`src/rtl/wb_pkg.sv`:
```
// Shared definitions for the write-back stage: load encodings, source
// selects and the WB pipeline control record.
package wb_pkg;

  // RISC-V load funct3 encodings (LD/LWU only meaningful when XLEN=64)
  typedef enum logic [2:0] {
    F3_LB  = 3'b000,
    F3_LH  = 3'b001,
    F3_LW  = 3'b010,
    F3_LD  = 3'b011,
    F3_LBU = 3'b100,
    F3_LHU = 3'b101,
    F3_LWU = 3'b110
  } load_funct3_e;

  // Source select is stored at 8 bits so the record is independent of NUM_SRC
  typedef logic [7:0] wb_sel_t;

  localparam wb_sel_t WB_SRC_ALU = 8'd0;
  localparam wb_sel_t WB_SRC_MEM = 8'd1;
  localparam wb_sel_t WB_SRC_PC4 = 8'd2;
  localparam wb_sel_t WB_SRC_CSR = 8'd3;

  // Control half of the WB pipeline register (data is held alongside)
  typedef struct packed {
    logic       valid;
    logic       reg_wr;
    logic [4:0] rd_addr;
    wb_sel_t    sel;
    logic [2:0] funct3;
    logic [2:0] byte_off;   // zero-extended; top bit always 0 when XLEN=32
  } wb_ctrl_t;

endpackage

```
`src/rtl/wb_stage_load_align.sv`:
```
// Load data alignment: shifts the memory word down by the byte offset,
// sign/zero-extends per load type and flags misaligned accesses.
module load_align
  import wb_pkg::*;
#(
  parameter int unsigned XLEN = 32
) (
  input  logic [XLEN-1:0] data,
  input  logic [2:0]      funct3,
  input  logic [2:0]      byte_off,
  output logic [XLEN-1:0] result,
  output logic            misalign
);

  logic [XLEN-1:0] shifted;

  // Extract the addressed sub-word and extend it to XLEN
  always_comb begin
    shifted  = data >> {byte_off, 3'b000};
    result   = shifted;
    misalign = 1'b0;
    case (funct3)
      F3_LB:  result = XLEN'($signed(shifted[7:0]));
      F3_LBU: result = XLEN'(shifted[7:0]);
      F3_LH: begin
        result   = XLEN'($signed(shifted[15:0]));
        misalign = byte_off[0];
      end
      F3_LHU: begin
        result   = XLEN'(shifted[15:0]);
        misalign = byte_off[0];
      end
      F3_LW: begin
        result   = (XLEN == 32) ? data : XLEN'($signed(shifted[31:0]));
        misalign = |byte_off[1:0];
      end
      F3_LWU: begin
        if (XLEN == 64) begin
          result   = XLEN'(shifted[31:0]);
          misalign = |byte_off[1:0];
        end
      end
      F3_LD: begin
        if (XLEN == 64) begin
          result   = data;
          misalign = |byte_off;
        end
      end
      default: ;
    endcase
  end

endmodule

```
`src/rtl/wb_stage.sv`:
```
// Write-back stage: one pipeline register between MEM and the register
// file, result-source mux, load alignment and a retired-instruction counter.
module wb_stage
  import wb_pkg::*;
#(
  parameter int unsigned XLEN     = 32,
  parameter int unsigned NUM_SRC  = 4,
  parameter int unsigned SEL_W    = $clog2(NUM_SRC),
  // Reset value of the retired counter; 0 in normal use
  parameter logic [31:0] CNT_INIT = '0
) (
  input  logic                       clk,
  input  logic                       rst_n,
  input  logic                       valid_i,
  input  logic                       stall_i,
  input  logic                       flush_i,
  input  logic [SEL_W-1:0]           mem_to_reg_i,
  input  logic [NUM_SRC*XLEN-1:0]    src_i,
  input  logic [2:0]                 load_funct3_i,
  input  logic [$clog2(XLEN/8)-1:0]  byte_off_i,
  input  logic                       reg_wr_i,
  input  logic [4:0]                 rd_addr_i,
  output logic [XLEN-1:0]            rd_wdata_o,
  output logic [4:0]                 rd_addr_o,
  output logic                       reg_wr_o,
  output logic                       misalign_o,
  output logic [31:0]                retired_cnt_o
);

  localparam int unsigned MEM_LSB = 32'(WB_SRC_MEM) * XLEN;

  wb_ctrl_t                  ctrl_q;
  logic [NUM_SRC*XLEN-1:0]   src_q;
  logic [31:0]               cnt_q;
  logic [XLEN-1:0]           ld_data;
  logic                      ld_mis;
  logic [XLEN-1:0]           pick;
  logic                      legal;

  // WB pipeline register and retire counter; stall freezes both, flush loads a bubble
  always_ff @(posedge clk or negedge rst_n) begin
    if (!rst_n) begin
      ctrl_q <= '0;
      src_q  <= '0;
      cnt_q  <= CNT_INIT;
    end else if (!stall_i) begin
      if (ctrl_q.valid) cnt_q <= cnt_q + 32'd1;
      src_q <= src_i;
      if (flush_i) begin
        ctrl_q <= '0;
      end else begin
        ctrl_q <= '{valid:    valid_i,
                    reg_wr:   reg_wr_i,
                    rd_addr:  rd_addr_i,
                    sel:      wb_sel_t'(mem_to_reg_i),
                    funct3:   load_funct3_i,
                    byte_off: 3'(byte_off_i)};
      end
    end
  end

  load_align #(.XLEN(XLEN)) u_load_align (
    .data     (src_q[MEM_LSB +: XLEN]),
    .funct3   (ctrl_q.funct3),
    .byte_off (ctrl_q.byte_off),
    .result   (ld_data),
    .misalign (ld_mis)
  );

  // Result-source mux; out-of-range selects fall through to zero
  always_comb begin
    pick  = '0;
    legal = ctrl_q.sel < wb_sel_t'(NUM_SRC);
    for (int unsigned k = 0; k < NUM_SRC; k++) begin
      if (ctrl_q.sel == wb_sel_t'(k)) begin
        pick = (wb_sel_t'(k) == WB_SRC_MEM) ? ld_data : src_q[k*XLEN +: XLEN];
      end
    end
  end

  assign misalign_o    = ctrl_q.valid && (ctrl_q.sel == WB_SRC_MEM) && ld_mis;
  assign rd_wdata_o    = ctrl_q.valid ? pick : '0;
  assign rd_addr_o     = ctrl_q.rd_addr;
  assign reg_wr_o      = ctrl_q.valid && ctrl_q.reg_wr && legal && !misalign_o &&
                         (ctrl_q.rd_addr != 5'd0);
  assign retired_cnt_o = cnt_q;

endmodule

```
`config.mk`:
```
export PLATFORM = sky130hd
export DESIGN_NAME = wb_stage
export DESIGN_NICKNAME = d
export VERILOG_FILES = /design/src/rtl/wb_pkg.sv /design/src/rtl/wb_stage_load_align.sv /design/src/rtl/wb_stage.sv
export SDC_FILE = /design/constraint.sdc
export NUM_CORES = 1
export LEC_CHECK = 0
export CAP_MARGIN = 15
export CELL_PAD_IN_SITES_DETAIL_PLACEMENT = 0
export CELL_PAD_IN_SITES_GLOBAL_PLACEMENT = 1
export CORE_AREA = 2 2 113 198
export CTS_CLUSTER_DIAMETER = 40
export CTS_CLUSTER_SIZE = 16
export DETAILED_ROUTE_END_ITERATION = 10
export DIE_AREA = 0 0 115 200
export GPL_ROUTABILITY_DRIVEN = 0
export GPL_TIMING_DRIVEN = 0
export PLACE_DENSITY = 0.94
export SLEW_MARGIN = 15
export SYNTH_ARGS = -nofsm -noshare
export SYNTH_HDL_FRONTEND = slang
export SYNTH_SLANG_ARGS = --single-unit
```
`constraint.sdc`:
```
create_clock -name clk -period 2.5 [get_ports clk]
set_input_delay 0.25 -clock clk [delete_from_list [all_inputs] [get_ports clk]]
set_output_delay 0.25 -clock clk [all_outputs]
set_load 0.01 [all_outputs]
```
==> impl_metrics.toml, run 1 <==
[clocking]
ctsRootBufferMaster = "clkbuf_16"
numCtsBuffers = 17
clkTransAtPathRegs_ps = 70
cts_sinks = 174
cts_tree = "built"
htree_levels = 4
clk_latency_ps = 440
cts_buffer_depth = 2

[logic_synthesis]
synth_top_area_frac = 0.490
ys_ff_latch = 174
syn-cell-area_sq_mm = 0.00888
yosys_most_used_dff = "dfrtp_1"
yosys_warnings = 0
yosysSeqAreaShare = 0.490
synth_fa_ha_area_frac = 0.00141
synthXorXnorAreaFrac = 0.0306
synth_edf_count = 0
async_flop_share = 1.00
synth-simple-area-share = 0.0913
synth_top_family_by_area = "multiplexers"
ys_types = 59
avgSynthCellArea_sq_um = 11.7
synth_cells = 759
ys_top_cells_by_area = "dfrtp_1, mux2_2, mux2i_1"
synth-compound-area-share = 0.122
synthMuxAreaShare = 0.230
synthesis.nets = 906
synth_top_area_cell = "dfrtp_1"

[timing]
maxSlewHeadroom = 0.432
tightest_slew_ps = 852
holdWs_ps = 353
setup_viol = 23
rsz0062_at_grt = "true"
min_period_ps = 2710
fin_crit_sh = 1.08
fin_ws_ps = -211
max_freq_mhz = 369
fin_skew_ps = 7.45
hold_violations = 0
final-max-slew-violation-count = 0

[setup_path]
r2r_start = "retired_cnt_o[0]"
r2r_end = "retired_cnt_o[30]"
r2r_setup_slack_ps = 470
crit_required_ps = 2250
worstPathMaxFanout = 5
critPathKind = "flop to output port"
critPathCaptureType = "output port"
crit_path_start_kind = "flop"
ff2ff_path_depth = 5
cp.arrival_ps = 2460

[pwr]
power_mw = 7.91
leakage_nw = 5.18
peakVddDrop_mv = 0.395
power_density_mw_per_mm2 = 624

[routing]
drc = 0
via_per_inst = 5.86
routedWlPerCell_microns = 23.4
ant_nets = 0
first_pass_iters = 5
drtIter0Drc = 659
vias = 7572
wl_microns = 30200

[finish]
layout.nets = 1170
layout_common_cells = "clkdlybuf4s50_1, dfrtp_1, mux2_2"
final_common_cell = "clkdlybuf4s50_1"
area_growth_pct = 42.9
fin_util = 0.595
n_fill_cell = 1713
drive_above_1_share = 0.338

[grt]
grt_pass1_wl_microns = 44500
grt_usage = 0.262
grt_pass1_vias = 7778
overflow = 0
grt_max_degree = 100
antenna_found_initial = 2

[floorplanning]
num_io_pins = 217
rows = 71
die_area_sq_mm = 0.0230
fp.dieW_microns = 115
fp.coreArea_sq_mm = 0.0213
die_h_microns = 200
start_util = 0.416

[run_status]
violations = "negative setup slack"
status = "finished, violations left"

[placement]
portBuffers = 216
dp_hpwl_microns = 22200

[job]
maxCapViolations = 0

[min_path]
worst_hold_path_type = "input port to asynchronous set/reset pin"
==> how the worst max path moves through the flow <==
stage                          from           endpoint  slack, ps  depth (start not counted)
after floorplan           ctrl_q[3]      rd_wdata_o[3]        550                          5
after global placement        rst_n  retired_cnt_o[25]      -5930                          1
after detailed placement  ctrl_q[6]      rd_wdata_o[2]       -540                          6
after CTS                 ctrl_q[1]     rd_wdata_o[28]       -280                          9
after global routing      ctrl_q[1]     rd_wdata_o[22]       -230                          9
final                     ctrl_q[1]     rd_wdata_o[28]       -210                          9
==> registers in the layout, indices dropped and copies added (netlist names) <==
register / count
retired_cnt_o: 32
rd_addr_o: 5
src_q: 128
ctrl_q: 9
==> report_power, final <==
part	total [mW]	switching, mW	internal, mW
clock	2.74	1.22	1.52
combinational	1.84	0.857	0.980
sequential	3.34	0.263	3.07
total	7.91	2.34	5.58
==> cells by family after synthesis <==
logic type | count (synthesis)
fa+ha+maj | 1
xor+xnor | 31
simple gates | 143
flops | 174
mux | 183
compound gates | 157
buf+inv | 70
==> layer usage <==
layer	part of all wire	vias up	global-route usage
met5	0	-	0
met4	0.064	0	0.139
li1	-	3330	-
met1	0.35	3750	0.284
met3	0.057	113	0.0468
met2	0.53	379	0.478
==> worst max-delay path, cell delays in order (launching register included) <==
cell,delay [ps]
dfrtp_1,350
buf_6,110
mux4_2,530
nor4b_4,160
buf_6,130
a311oi_4,210
buf_6,160
buf_4,110
a311oi_4,90
buf_2,160
==> what timing repair did <==
item	4_1_cts	5_1_grt
hold buffers	1	0
endpoints found under the hold margin	75	0
setup buffers	24	9
endpoints found under the setup margin	34	33
gates resized for setup	233	40
pin swaps	18	18
==> cell type report <==
class / count / area (sq um) / area share
clock buffer: 19 / 443 / 0.0349
sequential: 174 / 4360 / 0.344
buffer: 57 / 372 / 0.0293
tap: 255 / 319 / 0.0251
multi-input combinational: 515 / 4640 / 0.365
inverter: 10 / 37.5 / 0.00296
antenna: 2 / 5.00 / 0.000394
timing repair buffer: 248 / 2360 / 0.186
clock inverter: 13 / 153 / 0.0120
==> through the flow <==
step	area, sq um	setup TNS [ps]	std cells	worst slack [ps]
5_1_grt	12700	-4230	1293	-233
3_5_place_dp	11400	-10530	1231	-539
2_1_floorplan	8880	0	759	554
4_1_cts	12500	-3680	1286	-275
3_3_place_gp	11400	-1039580	1230	-5930
6_report	12700	-3430	1293	-211
==> synth_stat cells, types with 2 or more instances <==
library cell,count
a311oi_1,4
xnor2_1,17
o22ai_1,3
a221oi_1,7
o211ai_1,3
xor2_1,14
or3b_2,2
and4_1,2
o2bb2ai_1,6
a31oi_1,7
nor4_4,2
nand4_1,12
inv_1,10
and3_1,4
buf_1,7
buf_2,16
o21ai_0,43
nor3_1,7
clkbuf_1,31
mux2i_1,33
mux4_2,2
nor2_1,16
nand3_1,15
nor2b_1,9
a2111oi_0,6
a21oi_1,17
nand2b_1,16
nor4_1,2
a2bb2oi_1,8
and2_1,4
o221ai_1,15
mux2_2,148
nand2_1,42
dfrtp_1,174
a211oi_1,13
o21ai_1,5
a22o_1,4
buf_4,6
a22oi_1,7
Power figures use the tool's default switching activity.
==> run 2: changes to the inputs <==
--- a/config.mk
+++ b/config.mk
@@ -8,15 +8,16 @@
 export CAP_MARGIN = 15
 export CELL_PAD_IN_SITES_DETAIL_PLACEMENT = 0
 export CELL_PAD_IN_SITES_GLOBAL_PLACEMENT = 1
-export CORE_AREA = 2 2 113 198
+export CORE_AREA = 2 2 112 195
 export CTS_CLUSTER_DIAMETER = 40
 export CTS_CLUSTER_SIZE = 16
 export DETAILED_ROUTE_END_ITERATION = 10
-export DIE_AREA = 0 0 115 200
+export DIE_AREA = 0 0 114 197
 export GPL_ROUTABILITY_DRIVEN = 0
 export GPL_TIMING_DRIVEN = 0
 export PLACE_DENSITY = 0.94
 export SLEW_MARGIN = 15
 export SYNTH_ARGS = -nofsm -noshare
 export SYNTH_HDL_FRONTEND = slang
+export SYNTH_HIERARCHICAL = 1
 export SYNTH_SLANG_ARGS = --single-unit
==> run 2 against run 1 <==
Compared with the run above: the flow still finishes with violations (negative setup slack); total power fell by 4.1%; register-to-register slack better by 270 ps; sequential share of layout area increased by 0.28 points; clock power shrank 3%; largest cell class unchanged.
==> impl_metrics.toml, run 2 <==
[placement]
pre_cts_ws_ps = -304
portBuffers = 216
dp_hpwl_microns = 18900
dp_cells = 1160
place_area_sq_mm = 0.0113

[routing]
wl_microns = 26100
ant_nets = 0
first_pass_iters = 4
drtIter0Drc = 445
via_per_inst = 5.50
drc = 0
vias = 6729
routedWlPerCell_microns = 21.3

[timing]
tightest_slew_ps = 791
min_period_ps = 2850
hold_violations = 0
fin_skew_ps = 4.17
final-max-slew-violation-count = 0
fin_ws_ps = -354
holdWs_ps = 392
setup_viol = 32
maxSlewHeadroom = 0.473
tns_ps = -8660
max_freq_mhz = 350
fin_crit_sh = 1.14
rsz0062_at_grt = "true"

[setup_path]
ff2ff_path_depth = 7
r2r_setup_slack_ps = 740
r2r_end = "retired_cnt_o[20]"
cp.arrival_ps = 2600
worstPathMaxFanout = 8
critical_path.top_delay_family = "multiplexers"
cpPeakStageDelay_ps = 460
crit_required_ps = 2250
cp.depth = 11
crit_top_cell = "buf_6"
critPathKind = "flop to output port"
r2r_start = "retired_cnt_o[1]"
critPathCaptureType = "output port"
crit_slowest_cell = "mux4_2"
crit_path_start_kind = "flop"
cp_num_buf_inv = 5
worstPathCellList = "buf_6 > mux2i_1 > o22ai_2 > nand3_4 > buf_6 > buf_4 > buf_6 > nand3_4 > mux4_2 > and2_4 > buf_6"

[logic_synthesis]
synth_cells = 687
yosysMostFrequentCell = "dfrtp_1"
async_flop_share = 1.00
yosys_most_used_dff = "dfrtp_1"
synth_edf_count = 0
avgSynthCellArea_sq_um = 12.8
synth_common_cells = "dfrtp_1, mux2_2, nand2_1"
syn-cell-area_sq_mm = 0.00879
yosys_warnings = 6
ys_ff_latch = 174
synth_top_area_frac = 0.495
ys_top_cells_by_area = "dfrtp_1, mux2_2, mux4_2"
ys_types = 46
yosysSeqAreaShare = 0.495
synth_top_area_cell = "dfrtp_1"

[grt]
grt_max_degree = 90
grt_pass1_wl_microns = 39700
antenna_found_initial = 5
grt_pass1_vias = 7152
grt_usage = 0.236
overflow = 0

[min_path]
holdPathEnd = "rd_addr_o[0]"
min_path_cells = 3
worst_hold_path_type = "input port to flop"
min_from = "rd_addr_i[0]"

[clocking]
ctsRootBufferMaster = "clkbuf_16"
cts_sinks = 174
clkTransAtPathRegs_ps = 60
cts_buffer_depth = 2
cts_tree = "built"
htree_levels = 4
numCtsBuffers = 17
clk_latency_ps = 430

[floorplanning]
die_h_microns = 197
fp.coreArea_sq_mm = 0.0208
fp.dieW_microns = 114
start_util = 0.422
die_area_sq_mm = 0.0225
num_io_pins = 217
rows = 70

[finish]
largest_reg_flops = 128
drive_above_1_share = 0.390
fin_util = 0.604
instances_no_fill = 1223
layout.nets = 1103
final_common_cell = "clkdlybuf4s50_1"
area_growth_pct = 43.1
layout_common_cells = "clkdlybuf4s50_1, dfrtp_1, mux2_2"
stdcell_area_sq_mm = 0.0126
regMostFlops = "src_q"

[pwr]
peakVddDrop_mv = 0.442
power_density_mw_per_mm2 = 604
power_mw = 7.59
seqPwrFrac = 0.433
p_sw_mw = 1.95
leakage_nw = 5.39
clockPowerShare = 0.350
power_frac_comb = 0.217
p_int_mw = 5.64
power_switching_share = 0.257

[run_status]
violations = "negative setup slack"
status = "finished, violations left"

[job]
maxCapViolations = 0
run 2: how the worst max path moves through the flow:
stage	end	slack (ps)	startpoint
floorplan	rd_wdata_o[6]	310	ctrl_q[0]
global placement	src_q[77]	-5990	rst_n
detailed placement	rd_wdata_o[12]	-300	ctrl_q[1]
CTS	rd_wdata_o[5]	-400	ctrl_q[0]
global route	rd_wdata_o[19]	-430	ctrl_q[0]
finish	rd_wdata_o[18]	-350	ctrl_q[0]
run 2: timing repair:
item | 4_1_cts | 5_1_grt
pin swaps | 35 | 20
setup buffers | 23 | 5
hold endpoints to repair | 85 | 0
cloned | 3 | 0
gates resized for setup | 235 | 41
hold buffers | 1 | 0
setup endpoints to repair | 34 | 34
run 2: final cells by class:
type                    count  area [sq um]
diodes                      5          12.5
flip-flops and latches    174          4360
repair buffers            247          2480
multi-input cells         462          4500
fillers                  1640          8260
clock buffers              22           454
inverters                   4          15.0
clock inverters             7           115
well taps                 252           315
plain buffers              50           325
run 2: cells by family (layout without fill, tap and decap cells):
logic type,Yosys count,in the layout,share of synthesized area
AO/OA/AOI/OAI,53,53,0.0417
XOR/XNOR,31,31,0.0309
adder cells (fa/ha/maj),1,1,0.00142
buffers and inverters,55,330,0.0340
flip-flops,174,174,0.495
multiplexers,178,178,0.268
other,1,10,0.000426
AND/OR/NAND/NOR,194,194,0.128
run 2: power groups by stage:
stage	Sequential, mW	Clock, mW	Combinational [mW]
floorplan	3.27	0	0.776
global placement	3.31	0	1.41
detailed placement	3.32	0	1.44
CTS	3.28	2.71	1.59
global route	3.32	2.83	1.76
finish	3.29	2.66	1.65
run 2: worst reg2reg max path: stages (launching register included):
cell,delay [ps]
dfrtp_1,440
ha_1,210
and4b_1,180
buf_2,180
and4_1,190
buf_2,180
nand4_1,130
xnor2_1,140
run 2: per-layer routing:
layer	GRT usage	wire length, microns	share of wire	up-vias
li1	-	-	-	3009
met5	0	0	0	-
met3	0.0535	1320	0.051	62
met4	0.138	1240	0.048	0
met2	0.420	14300	0.55	248
met1	0.253	9200	0.35	3410
==> RTL edit 1, RTL diff (config.mk and constraints of run 2) <==
Put one more register stage on the output `retired_cnt_o`, with the module's reset. The value now appears one clock later. The other outputs are not delayed to match.
--- a/src/rtl/wb_stage.sv
+++ b/src/rtl/wb_stage.sv
@@ -85,3 +85,9 @@
                          (ctrl_q.rd_addr != 5'd0);
-  assign retired_cnt_o = cnt_q;
+  always_ff @(posedge clk or negedge rst_n) begin
+    if (!rst_n) begin
+      retired_cnt_o <= '0;
+    end else begin
+      retired_cnt_o <= cnt_q;
+    end
+  end
 
Function: changed (a bounded check fails within 4 cycles, from zero or initial values and one cycle with rst_n low).
==> RTL edit 1 against run 2 <==
The flow still finishes with violations (setup timing). Sequential cell count is 32 higher. Wire length is 3.0% higher. Area after synthesis is 8.9% higher. Design area is 8.2% higher. Synthesized cell count is 3.8% higher. Maximum frequency is 4.3% lower. Worst setup slack worse by 130 ps. Total power is 19% higher. Critical endpoint is now rd_wdata_o[19].
==> RTL edit 1: results (changes against run 2) <==
clk_skew=10.2 ps (+6.01 ps); multi-input gate share of total cell area=33.2% (-2.6 points); number of CTS-inserted buffers=22 (+5); DP HPWL=19.4 mm (+2.6%); hold crit path type=in2async; Synth top cells by count=206 x dfrtp_1, 135 x mux2_2, 42 x nand2_1; met1 wire length=9.27 mm (+0.73%); final WL=26.9 mm (+3.0%); metal3 WL=1.56 mm (+18%); initial antenna violation count=1 (-4); maximum vdd drop=0.000539 V (+22%); Placed Instances=1187 (+2.3%); routed wl met2=14.6 mm (+2.4%); total power=9030 uW (+19%); invs w/o clock=7 (+3); CLK BUF=25 (+14%); largest net degree at the start of global routing=105 (+17%); largest cells by area after synthesis=dfrtp_1 54%, mux2_2 16%, mux4_2 7.5%; met1 usage=25.5% (+0.18 points); Vias per Instance=5.45 (-0.98%); Worst Path Arrival=2730 ps (+130 ps); status=finished with violations; Power Density=663 mW/mm^2 (+9.9%); Hold WS=149 ps (-243 ps); critical path endpoint=rd_wdata_o[19]; relative slew slack=51.6% (+4.3 points); violated checks=setup timing; GRT met3 Usage=4.64% (-0.71 points); endpoints failing setup=33 (+3.1%); Avg Synthesized Cell Area=13.4 sq um (+4.9%); vias in the first global route=7278 (+1.8%); final setup TNS=-13290 ps (-4630 ps); clock network power share=38.9% (+3.9 points); number of non-clock buffers=288 (-3.0%); met2 track demand over resource=44.0% (+2.1 points); switching part of the total power=25.9% (+0.21 points); proportion of layout cells with a drive suffix above 1=37.6% (-1.4 points); Leak=0.00591 uW (+9.6%); H-Tree Depth=1 (-3); Clock Latency Late Sink=510 ps (+80 ps); Register Area=0.00516 sq mm (+18%); multi-input gates=455 (-1.5%); post-DR wirelength/cell=21.5 um (+0.90%); total track usage=23.9% (+0.20 points); clock sink total=206 (+18%); post-placement cell area=0.0121 sq mm (+7.2%); R2R Setup Slk=770 ps (+30 ps); sequential share of the synthesized area=53.8% (+4.3 points); worst r2r src=ctrl_q[20]; fillers=1561 (-4.8%); ant diodes=2 (-3); FF-to-FF End=cnt_q[25]; Nets=1127 (+2.2%); P_seq=3830 uW (+16%); setup ws final=-482 ps (-128 ps)
## RTL edit 1: changes by cell type after synthesis, moves of 3 or more
cell | run 2 | this run
nor4_2 | 4 | 1
nor3_1 | 6 | 3
inv_1 | 4 | 7
nand4_1 | 8 | 13
xnor2_1 | 17 | 26
nor3_2 | 4 | 1
buf_2 | 26 | 21
xor2_1 | 14 | 5
buf_6 | 3 | 7
nand3_1 | 34 | 31
dfrtp_1 | 174 | 206
## RTL edit 1: logic make-up after synthesis
logic type | share of synthesized area [%]
AO/OA/AOI/OAI | 3.83
AND/OR/NAND/NOR | 11.4
adder cells (fa/ha/maj) | 0.131
buffers and inverters | 3.37
multiplexers | 24.6
flip-flops | 53.8
XOR/XNOR | 2.84
other | 0.0392
## RTL edit 1: critical path: cells and delay by family (launching register included)
family                 cells  cell delay [ps]
flip-flops                 1              380
AND/OR/NAND/NOR            3              450
AO/OA/AOI/OAI              1              140
buffers and inverters      4              540
multiplexers               2              700
==> RTL edit 2, RTL diff (config.mk and constraints of run 2) <==
Without the edit above. Change the parameter `NUM_SRC` from 4 to 2.
--- a/src/rtl/wb_stage.sv
+++ b/src/rtl/wb_stage.sv
@@ -6,3 +6,3 @@
   parameter int unsigned XLEN     = 32,
-  parameter int unsigned NUM_SRC  = 4,
+  parameter int unsigned NUM_SRC  = 2,
   parameter int unsigned SEL_W    = $clog2(NUM_SRC),
Interface: changed (resized mem_to_reg_i and src_i); port bits go from 217 to 152. The function was not compared with the original's and may differ.
==> RTL edit 2 against run 2 <==
Worst setup slack improved by 360 ps. Total power fell by 39%. Design area decreased by 34%. Area after synthesis shrank 32%. Wire length down 30%. Sequential cell count is 65 lower. Critical path depth down 3. Die area unchanged. Critical path type unchanged. Largest power group unchanged.
==> RTL edit 2: results (changes against run 2) <==
DR top layer=met4; DP HPWL=13.9 mm (-26%); sequential share of the synthesized area=45.9% (-3.6 points); status=finished, final reports clean; CLK BUF=13 (-41%); cell family with most CP delay=buffers and inverters; H-Tree Depth=3 (-1); hold crit path type=in2async; Clock Latency Late Sink=350 ps (-80 ps); Worst Path Arrival=2250 ps (-350 ps); post-DR wirelength/cell=18.7 um (-12%); Leak=0.00361 uW (-33%); largest cells by area after synthesis=dfrtp_1 46%, mux2_2 13%, mux2i_1 7.1%; post-synthesis adder-cell area fraction=0.211% (+0.068 points); port bufs=151 (-30%); largest net degree at the start of global routing=73 (-19%); first-pass GRT wire length=28.1 mm (-29%); buffering overhead=21.7% (-0.59 points); flops & latches, synth=109 (-37%); CP max stage delay=360 ps (-100 ps); initial antenna violation count=0 (-5); routed wl met2=9.77 mm (-32%); ant diodes=0 (-5); max FFs per register=64 (-50%); multi-input gate share of total cell area=37.7% (+2.0 points); Synth Area in Compound Gates=6.08% (+1.9 points); mux cell area share after synthesis=20.8% (-6.0 points); CP max stage cell=dfrtp_1; maximum vdd drop=0.000300 V (-32%); vias in the first global route=5107 (-29%); number of non-clock buffers=202 (-32%); Synth top cells by count=109 x dfrtp_1, 71 x mux2_2, 42 x mux2i_1; Clock-cell share=3.56% (-0.96 points); post-synth cell types=47 (+2.2%); Vias per Instance=4.94 (-10%); 1st-iter DRT viols=183 (-59%); sequential power share=45.0% (+1.7 points); fillers=2092 (+28%); proportion of layout cells with a drive suffix above 1=25.6% (-13 points); Nets=803 (-27%); multi-input gates=395 (-15%); Post-Synth XOR/XNOR Area=4.57% (+1.5 points); number of CTS-inserted buffers=9 (-8); drt first pass iters=5 (+1); met1 wire length=6.43 mm (-30%); worst slew pin tran=755 ps (-35.8 ps); P_comb=1100 uW (-33%); metal3 WL=1.16 mm (-12%); cell-internal power=3280 uW (-42%); clk_skew=4.74 ps (+0.569 ps); Register Area=0.00273 sq mm (-37%)
[RTL edit 2: cell types whose count changed after synthesis, moves of 4 or more]
cell and change:
and2_1 -33, buf_2 -12, dfrtp_1 -65, mux2_2 -64, mux2i_1 +32, mux4_2 -32, nand4_1 +6, nor2_1 +4
nor2b_1 +31, xnor2_1 +7, xor2_1 -7
[RTL edit 2: what timing repair did]
action,4_1_cts,5_1_grt
hold buffers,1,0
gates resized for setup,106,42
endpoints found under the hold margin,37,0
gates cloned,1,0
endpoints found under the setup margin,34,31
pin swaps,11,6
setup buffers,8,4
[RTL edit 2: per-stage QoR]
step / total power [uW] / worst slack [ps] / instances / instance area (sq um) / hold slack (ps)
2_1_floorplan: 2620 / 710 / 545 / 5960 / -45.6
3_3_place_gp: 3130 / -3140 / 948 / 7780 / 470
3_5_place_dp: 3160 / -198 / 949 / 7810 / 177
4_1_cts: 4650 / -86.7 / 974 / 8280 / 377
5_1_grt: 4850 / -94.4 / 978 / 8290 / 397
6_report: 4630 / 2.12 / 978 / 8290 / 358
[RTL edit 2: cell families after synthesis]
group | count (synthesis)
buf+inv | 41
xor+xnor | 31
mux | 114
compound gates | 52
simple gates | 192
flops | 109
fa+ha+maj | 1
other cells | 1
[RTL edit 2: worst paths after layout]
kind,startpoint,end,slack (ps),depth (start not counted)
max,ctrl_q[0],rd_wdata_o[5],2,8
min,rst_n,rd_addr_o[0],360,2
max reg2reg,retired_cnt_o[0],retired_cnt_o[22],630,5
min reg2reg,retired_cnt_o[31],retired_cnt_o[31],490,1
max in group asynchronous,rst_n,src_q[55],1450,3
min in group clk,reg_wr_i,ctrl_q[19],460,3
[RTL edit 2: metal layers]
metal	global-route usage (%)	vias to the layer above
met5	0	-
li1	-	2254
met3	4.09	45
met1	16.9	2364
met2	29.9	165
met4	9.62	0
